===== config.mk =====
export PLATFORM = sky130hd
export DESIGN_NAME = pipe_ctrl_flat
export DESIGN_NICKNAME = d
export VERILOG_FILES = /design/src/rtl/pipe_ctrl_if.sv /design/src/rtl/pipe_ctrl.sv /design/src/flat_wrapper.sv
export SDC_FILE = /design/constraint.sdc
export NUM_CORES = 1
export LEC_CHECK = 0
export ABC_AREA = 1
export BUFFER_PORTS_ARGS = -buffer_cell sky130_fd_sc_hd__buf_2
export CAP_MARGIN = 30
export CORE_UTILIZATION = 34
export CTS_CLUSTER_SIZE = 40
export DETAILED_ROUTE_END_ITERATION = 7
export PLACE_DENSITY = 0.58
export SYNTH_ARGS = -nofsm -noshare
export SYNTH_HDL_FRONTEND = slang
export SYNTH_SLANG_ARGS = --single-unit

===== constraint.sdc =====
create_clock -name clk -period 3.85 [get_ports clk]
set_clock_uncertainty 0.15 [all_clocks]
set_input_delay 0.385 -clock clk [delete_from_list [all_inputs] [get_ports clk]]
set_output_delay 0.385 -clock clk [all_outputs]
set_load 0.005 [all_outputs]

===== src/rtl/pipe_ctrl_if.sv =====
// Pipeline control bus: stall requests and exception info in, stall/flush/redirect and status out.
interface pipe_ctrl_if #(
  parameter int CNT_W = 32
);
  logic             stallreq_from_if;
  logic             stallreq_from_id;
  logic             stallreq_from_ex;
  logic             stallreq_from_mem;
  logic [31:0]      excepttype_i;
  logic [31:0]      cp0_epc_i;
  logic [5:0]       stall;
  logic             flush;
  logic [31:0]      new_pc;
  logic             stall_timeout;
  logic [CNT_W-1:0] stall_cycles;
  logic [15:0]      flush_count;

  modport master (
    input  stallreq_from_if, stallreq_from_id, stallreq_from_ex, stallreq_from_mem,
    input  excepttype_i, cp0_epc_i,
    output stall, flush, new_pc, stall_timeout, stall_cycles, flush_count
  );

  modport slave (
    output stallreq_from_if, stallreq_from_id, stallreq_from_ex, stallreq_from_mem,
    output excepttype_i, cp0_epc_i,
    input  stall, flush, new_pc, stall_timeout, stall_cycles, flush_count
  );
endinterface


===== src/rtl/pipe_ctrl.sv =====
// Central stall/flush control for the 5-stage core with a stall watchdog
// and saturating stall/flush statistics.
module pipe_ctrl #(
  parameter logic [31:0] EXC_VECTOR = 32'h0000_0040,
  parameter logic [31:0] WDT_VECTOR = 32'h0000_0080,
  parameter int          MAX_STALL  = 1024,
  parameter int          CNT_W      = 32
) (
  input  logic        clk,
  input  logic        rst,
  pipe_ctrl_if.master bus
);
  localparam int WDT_W = (MAX_STALL > 2) ? $clog2(MAX_STALL) : 1;
  localparam logic [WDT_W-1:0] WDT_LAST = WDT_W'(MAX_STALL - 1);
  localparam logic [31:0] ERET_CODE = 32'h0000_000e;

  typedef enum logic {RUN, WDT} state_t;

  state_t           state;
  logic [WDT_W-1:0] wdt_cnt;
  logic             timeout;
  logic [CNT_W-1:0] stall_cyc;
  logic [15:0]      flush_cnt;

  logic [5:0]  stall_c;
  logic        flush_c;
  logic [31:0] new_pc_c;
  logic        exc_take;

  // An exception is only accepted once MEM is no longer waiting on the bus.
  assign exc_take = (bus.excepttype_i != 32'd0) && !bus.stallreq_from_mem;

  always_comb begin
    stall_c  = 6'b000000;
    flush_c  = 1'b0;
    new_pc_c = 32'd0;
    if (rst) begin
      stall_c = 6'b000000;
    end else if (state == WDT) begin
      flush_c  = 1'b1;
      new_pc_c = WDT_VECTOR;
    end else if (exc_take) begin
      flush_c  = 1'b1;
      new_pc_c = (bus.excepttype_i == ERET_CODE) ? bus.cp0_epc_i : EXC_VECTOR;
    end else if (bus.stallreq_from_mem) begin
      stall_c = 6'b011111;
    end else if (bus.stallreq_from_ex) begin
      stall_c = 6'b001111;
    end else if (bus.stallreq_from_id || bus.stallreq_from_if) begin
      stall_c = 6'b000111;
    end
  end

  always_ff @(posedge clk or posedge rst) begin
    if (rst) begin
      state     <= RUN;
      wdt_cnt   <= '0;
      timeout   <= 1'b0;
      stall_cyc <= '0;
      flush_cnt <= 16'd0;
    end else begin
      if ((stall_c != 6'b000000) && (stall_cyc != {CNT_W{1'b1}}))
        stall_cyc <= stall_cyc + 1'b1;
      if (flush_c && (flush_cnt != 16'hFFFF))
        flush_cnt <= flush_cnt + 16'd1;
      case (state)
        RUN: begin
          if ((stall_c == 6'b000000) || flush_c) begin
            wdt_cnt <= '0;
          end else if (wdt_cnt == WDT_LAST) begin
            // Sticky flag goes up on entry so it is visible during the recovery flush.
            state   <= WDT;
            wdt_cnt <= '0;
            timeout <= 1'b1;
          end else begin
            wdt_cnt <= wdt_cnt + 1'b1;
          end
        end
        WDT: begin
          state   <= RUN;
          wdt_cnt <= '0;
        end
        default: begin
          state   <= RUN;
          wdt_cnt <= '0;
        end
      endcase
    end
  end

  assign bus.stall         = stall_c;
  assign bus.flush         = flush_c;
  assign bus.new_pc        = new_pc_c;
  assign bus.stall_timeout = timeout;
  assign bus.stall_cycles  = stall_cyc;
  assign bus.flush_count   = flush_cnt;
endmodule


===== src/flat_wrapper.sv =====
// flat-port wrapper written by rule: the top's interface ports become plain ports
module pipe_ctrl_flat 
#(
  parameter logic [31:0] EXC_VECTOR = 32'h0000_0040,
  parameter logic [31:0] WDT_VECTOR = 32'h0000_0080,
  parameter int          MAX_STALL  = 1024,
  parameter int          CNT_W      = 32
)
  (clk, rst, bus_stallreq_from_if, bus_stallreq_from_id, bus_stallreq_from_ex, bus_stallreq_from_mem, bus_excepttype_i, bus_cp0_epc_i, bus_stall, bus_flush, bus_new_pc, bus_stall_timeout, bus_stall_cycles, bus_flush_count);
  pipe_ctrl_if #(.CNT_W(CNT_W)) bus_i ();
  input  logic clk;
  input  logic rst;
  input wire logic [$bits(bus_i.stallreq_from_if)-1:0] bus_stallreq_from_if;
  input wire logic [$bits(bus_i.stallreq_from_id)-1:0] bus_stallreq_from_id;
  input wire logic [$bits(bus_i.stallreq_from_ex)-1:0] bus_stallreq_from_ex;
  input wire logic [$bits(bus_i.stallreq_from_mem)-1:0] bus_stallreq_from_mem;
  input wire logic [$bits(bus_i.excepttype_i)-1:0] bus_excepttype_i;
  input wire logic [$bits(bus_i.cp0_epc_i)-1:0] bus_cp0_epc_i;
  output wire logic [$bits(bus_i.stall)-1:0] bus_stall;
  output wire logic [$bits(bus_i.flush)-1:0] bus_flush;
  output wire logic [$bits(bus_i.new_pc)-1:0] bus_new_pc;
  output wire logic [$bits(bus_i.stall_timeout)-1:0] bus_stall_timeout;
  output wire logic [$bits(bus_i.stall_cycles)-1:0] bus_stall_cycles;
  output wire logic [$bits(bus_i.flush_count)-1:0] bus_flush_count;
  assign bus_i.stallreq_from_if = bus_stallreq_from_if;
  assign bus_i.stallreq_from_id = bus_stallreq_from_id;
  assign bus_i.stallreq_from_ex = bus_stallreq_from_ex;
  assign bus_i.stallreq_from_mem = bus_stallreq_from_mem;
  assign bus_i.excepttype_i = bus_excepttype_i;
  assign bus_i.cp0_epc_i = bus_cp0_epc_i;
  assign bus_stall = bus_i.stall;
  assign bus_flush = bus_i.flush;
  assign bus_new_pc = bus_i.new_pc;
  assign bus_stall_timeout = bus_i.stall_timeout;
  assign bus_stall_cycles = bus_i.stall_cycles;
  assign bus_flush_count = bus_i.flush_count;
  pipe_ctrl #(.EXC_VECTOR(EXC_VECTOR), .WDT_VECTOR(WDT_VECTOR), .MAX_STALL(MAX_STALL), .CNT_W(CNT_W)) u_core (.clk(clk), .rst(rst), .bus(bus_i));
endmodule

[Word-level counts from Yosys, hierarchy flattened]
Index checks and enable logic that the tools add are counted.
Storage, ports and cells
  word-level logic and storage cells: 43
  input port bits: 70
  output and inout port bits: 88
  register bits: 60
Cells by class
  bitwise logic cells: 2
  multiplexer cells: 19
  reductions and logical operators: 10
  equality and inequality tests: 4
  add/sub/neg operators: 3
Operator list (count)
  $mux W32: 4
  $add A32 B1 Y32 const B: 1
  $eq A32 B4 Y1 const B: 1
  $ne A32 B32 Y1 const B: 1
  $reduce_bool A32 Y1: 1
  $mux W6: 5
  $mux W10: 2
  $pmux W10 S2: 1
  $add A16 B1 Y16 const B: 1
  $ne A16 B16 Y1 const B: 1
  $add A10 B1 Y10 const B: 1
  $eq A10 B10 Y1 const B: 1
  $logic_not A6 Y1: 1
  $reduce_bool A6 Y1: 1
  $mux W1: 5
  $logic_and A1 B1 Y1: 3
  $mux W3: 1
  $reduce_and A3 Y1: 1
  $logic_or A1 B1 Y1: 2
  $not A1 Y1: 2
  $pmux W1 S2: 1
  $logic_not A1 Y1: 1

[Depth between registers and ports, before layout]
  word-level depth: 11
  mapped depth: 11
  depth with buffers taken out: 9

[Worst setup path before layout]
Ideal clock, no wire load.
  path kind: in2reg
  from: input port rst
  to: register u_core.flush_cnt[15], in the netlist u_core.bus.flush_count[15]
  arrival time: 2.780 ns
  stages: 4
  buffers on the path: 1
  data required time: 3.623 ns
  library setup time: 0.077 ns
  setup slack: 0.843 ns
  cells stage by stage: clkinv_1 > clkbuf_1 > nand4_1 > nand2_1
On the way
  longest elaborated chain between the ends: 2
Ends and longest elaborated chain
  from (decl): line flat_wrapper.sv:12  | input logic rst;
  $mux W1: line pipe_ctrl.sv:37  | if (rst) begin
  $logic_and A1 B1 Y1: line pipe_ctrl.sv:64  | if (flush_c && (flush_cnt != 16'hFFFF))
  to (signal assigned): line pipe_ctrl.sv:65  | flush_cnt <= flush_cnt + 16'd1;
  to (decl): line pipe_ctrl.sv:23  | logic [15:0] flush_cnt;
No other way between the ends.
A chain may end at the register's enable or synchronous reset.

[Final worst setup path]
  from: register u_core.state
  to: output port bus_stall[1]
On the way
  longest elaborated chain between the ends: 2
Ends and longest elaborated chain
  from (decl): line pipe_ctrl.sv:19  | state_t state;
  from (signal assigned): line pipe_ctrl.sv:56  | state <= RUN;
  from (signal assigned): line pipe_ctrl.sv:72  | state <= WDT;
  from (signal assigned): line pipe_ctrl.sv:80  | state <= RUN;
  $mux W6: line pipe_ctrl.sv:39  | end else if (state == WDT) begin
  $mux W6: line pipe_ctrl.sv:37
  to (decl): line flat_wrapper.sv:19  | output wire logic [$bits(bus_i.stall)-1:0] bus_stall;
No other way between the ends.

==> flow_summary_export.csv <==
group,metric,value,unit
timing,slew_headroom,0.3974,
timing,final_hold_viol_count,0,
clocking,cts_hold_buffers,0,
routing,top_layer_used,"met4",
worst_setup_path,cp_slowest_cell,"inv_2",
clocking,clk_path_buf_depth,2,
routing,wirelength,11.66,mm
routing,num_vias,4356,
routing,routed-wl-met3,681,um
logic_synthesis,synth.area.mux_share,0,
timing,fin_ws,1071,ps
logic_synthesis,yosysWarnings,0,
power,total_power,1.939,mW
worst_setup_path,slowest_delay,410,ps
global_route,grt-ovfl-total,0,
job,cap_violations,0,
floorplanning,core,11610,sq um
routing,wl_met1,5.236,mm
global_route,first_global_vias,4012,
logic_synthesis,synthCells,615,
placement,post-place-cells,897,
clocking,htree_levels,3,
worst_setup_path,rr_worst_depth,9,
worst_setup_path,end_kind,"output port",
timing,min_period_over_period,0.7217,
worst_hold_path,hp-class,"input pin to async pin",
logic_synthesis,synthSimpleGateAreaFrac,0.4594,
floorplanning,start_util,0.3560,
floorplanning,die_area,12600,sq um
logic_synthesis,synth-seq-cells,60,
worst_setup_path,crit_type,"flop to output port",
clocking,cts_resized,0,
logic_synthesis,synth_top_family_by_area,"simple AND/OR/NAND/NOR gates",
outcome,status,"complete, but fails checks",
timing,tightest_slew,903.9,ps
final_layout,layout.nets,838,
routing,routed-wl-met2,5.566,mm
routing,ant_nets,0,
outcome,violations,"design-rule violations",
logic_synthesis,synthAdderAreaFrac,0.009080,
logic_synthesis,synthDistinctLibCells,32,
floorplanning,rows,39,
clocking,clock_sinks,60,
power,power.density,363.7,nW/um^2
final_layout,fin_area,5331,sq um
clocking,tritoncts,"built",
floorplanning,die_x,112.3,um
clocking,clk_latency,330,ps
logic_synthesis,synth_compound_area_frac,0.01846,
final_layout,n_antenna_cell,0,
worst_setup_path,r2r_end,"u_core.bus.stall_cycles[5]$_DFFE_PP0P_",
floorplanning,die_h,112.3,um
final_layout,stdcell_count,913,
floorplanning,io_pins,158,
timing,max_freq,0.3599,GHz
routing,initialDrtViolationCount,254,
logic_synthesis,syn_area_per_cell,6.722,sq um
worst_setup_path,worstPathMaxFanout,31,
final_layout,area_delta_synth_final,28.96,%
routing,drc,5,
global_route,grt_max_degree,77,
timing,layout_min_cycle_time,2779,ps
clocking,cts_setup_buffers,0,
timing,rsz0062_at_grt,"no",
placement,portBuffers,156,
placement,post-place-ws,1195,ps
final_layout,drive_above_1_share,0.2532,
logic_synthesis,synth_seq_area_share,0.3632,
timing,setup_tns,0,ps
global_route,grt_pass1_wl,18.93,mm
power,p_leak,2.681,nW
placement,hpwl,8.992,mm
clocking,numCtsBuffers,9,
clocking,path_clk_slew,60,ps
worst_setup_path,arrival,2240,ps
worst_setup_path,r2r-start,"u_core.bus.stall_cycles[0]$_DFFE_PP0P_",
placement,placed_cell_area,4981,sq um
timing,slew_viol_final,0,
routing,vias_per_cell,4.771,
power,vdd_ir_drop_max,241.0,uV
logic_synthesis,synthesis.nets,688,
clocking,clock-root-buffer,"clkbuf_16",
timing,setup_violations,0,
logic_synthesis,synth_area,4134,sq um
routing,drt_first_pass_iters,6,
worst_setup_path,crit_chain,"nor2_2 -> o21ai_1 -> nand2_1 -> nand2_2 -> inv_2 -> buf_2",
worst_setup_path,timing.reg2reg.setup_slack,1380,ps
logic_synthesis,yosys.area_share.xor_xnor,0.09534,
routing,wl_per_cell,12.77,um
worst_setup_path,cp.required,3310,ps
global_route,grtUsageTotal,0.1870,
worst_setup_path,cp-start-kind,"flop",
global_route,antenna_found_initial,0,
placement,place_congestion,0.9446,
==> per-stage QoR <==
step / hold WS, ps / util
after floorplan: 315.0 / -
after global placement: 300.1 / 0.4289
after detailed placement: 306.5 / 0.4289
after CTS: 304.1 / 0.4591
after global routing: 327.2 / 0.4591
final: 264.0 / 0.4591
==> cell usage in the layout, fill, tap and decap left out, types with 2 or more instances in the layout <==
cell and instances:
nand2_1 238, buf_2 156, nor2_1 127, dfrtp_1 60, nand3_1 36, xor2_1 23
inv_1 22, xnor2_1 22, nand4_1 21, clkbuf_16 9, nor3_1 8, o21ai_1 6
nor2_2 4, nand2_2 3, inv_2 3, nand3_2 3, a21oi_1 3, o21ai_0 3
ha_1 3, bufinv_16 3, nor3_2 2, buf_4 2
==> worst max path at each step <==
stage                                start                               endpoint  slack (ps)
detailed placement    bus_excepttype_i[27]                         bus_new_pc[26]        1200
finish              u_core.state$_DFF_PP0_                           bus_stall[1]        1070
global route        u_core.state$_DFF_PP0_                           bus_stall[1]         880
floorplan                              rst  u_core.bus.flush_count[0]$_DFFE_PP0P_         730
CTS                 u_core.state$_DFF_PP0_                           bus_stall[1]        1030
global placement      bus_excepttype_i[31]                         bus_new_pc[26]        1240
==> final cells by class <==
class / count / area, sq um
multi-input cells: 511 / 2411
repair buffers: 158 / 795.8
clock buffers: 10 / 239.0
clock inverters: 6 / 111.4
inverters: 25 / 93.84
flip-flops and latches: 60 / 1501
fillers: 1237 / 6282
well taps: 143 / 178.9
==> cell families (layout without fill, tap and decap cells) <==
family | Yosys count | count (layout)
buffers and inverters | 44 | 199
other | 1 | 1
DFF | 60 | 60
AOI/OAI and AO/OA | 13 | 13
and+or+nand+nor | 449 | 449
xor gates and xnor gates | 45 | 45
adders and majority gates | 3 | 3
==> critical path: cells and delay by family (launching register included) <==
family | cells | cell delay (ps)
buffers and inverters | 2 | 620
and+or+nand+nor | 3 | 730
AOI/OAI and AO/OA | 1 | 160
DFF | 1 | 400
==> synth_stat cells <==
master,n,area (sq um)
or2_2,1,6.260
nand2_1,238,893.4
inv_2,2,7.510
o21ai_1,6,30.03
nand3_2,3,30.03
conb_1,1,3.750
nor2_1,127,476.7
nor2_2,4,25.02
inv_1,22,82.58
o21ai_4,1,16.27
clkbuf_1,4,15.01
nor2_4,1,11.26
buf_2,6,30.03
clkinv_1,1,3.750
nand4_1,21,131.4
buf_6,4,45.04
nand3b_1,1,7.510
dfrtp_1,60,1501
nand2_2,3,18.77
nor3_2,2,20.02
xnor2_1,22,192.7
nor3_1,8,40.04
nor3b_1,1,7.510
nand3_1,36,180.2
nor3b_2,1,12.51
nand4_4,1,21.27
buf_4,5,37.54
ha_1,3,37.54
a21oi_1,3,15.01
xor2_1,23,201.4
o21ai_0,3,15.01
nand3_4,1,17.52
==> power by group <==
group / switching (mW) / internal (mW)
registers: 0.0633 / 0.673
logic: 0.139 / 0.113
clock network: 0.301 / 0.649
==> flip-flops by register name, summed over array words and instances, names as in the netlist <==
| signal | flops |
|---|---|
| u_core.wdt_cnt | 10 |
| u_core.bus.stall_timeout | 1 |
| u_core.bus.stall_cycles | 32 |
| u_core.bus.flush_count | 16 |
| u_core.state | 1 |
==> per-layer routing <==
metal	up-vias	track usage
met5	-	0
met2	150	0.3139
met4	0	0.05689
li1	2240	-
met3	14	0.03618
met1	1952	0.2440
No activity file was read; power rests on OpenSTA's default activity.
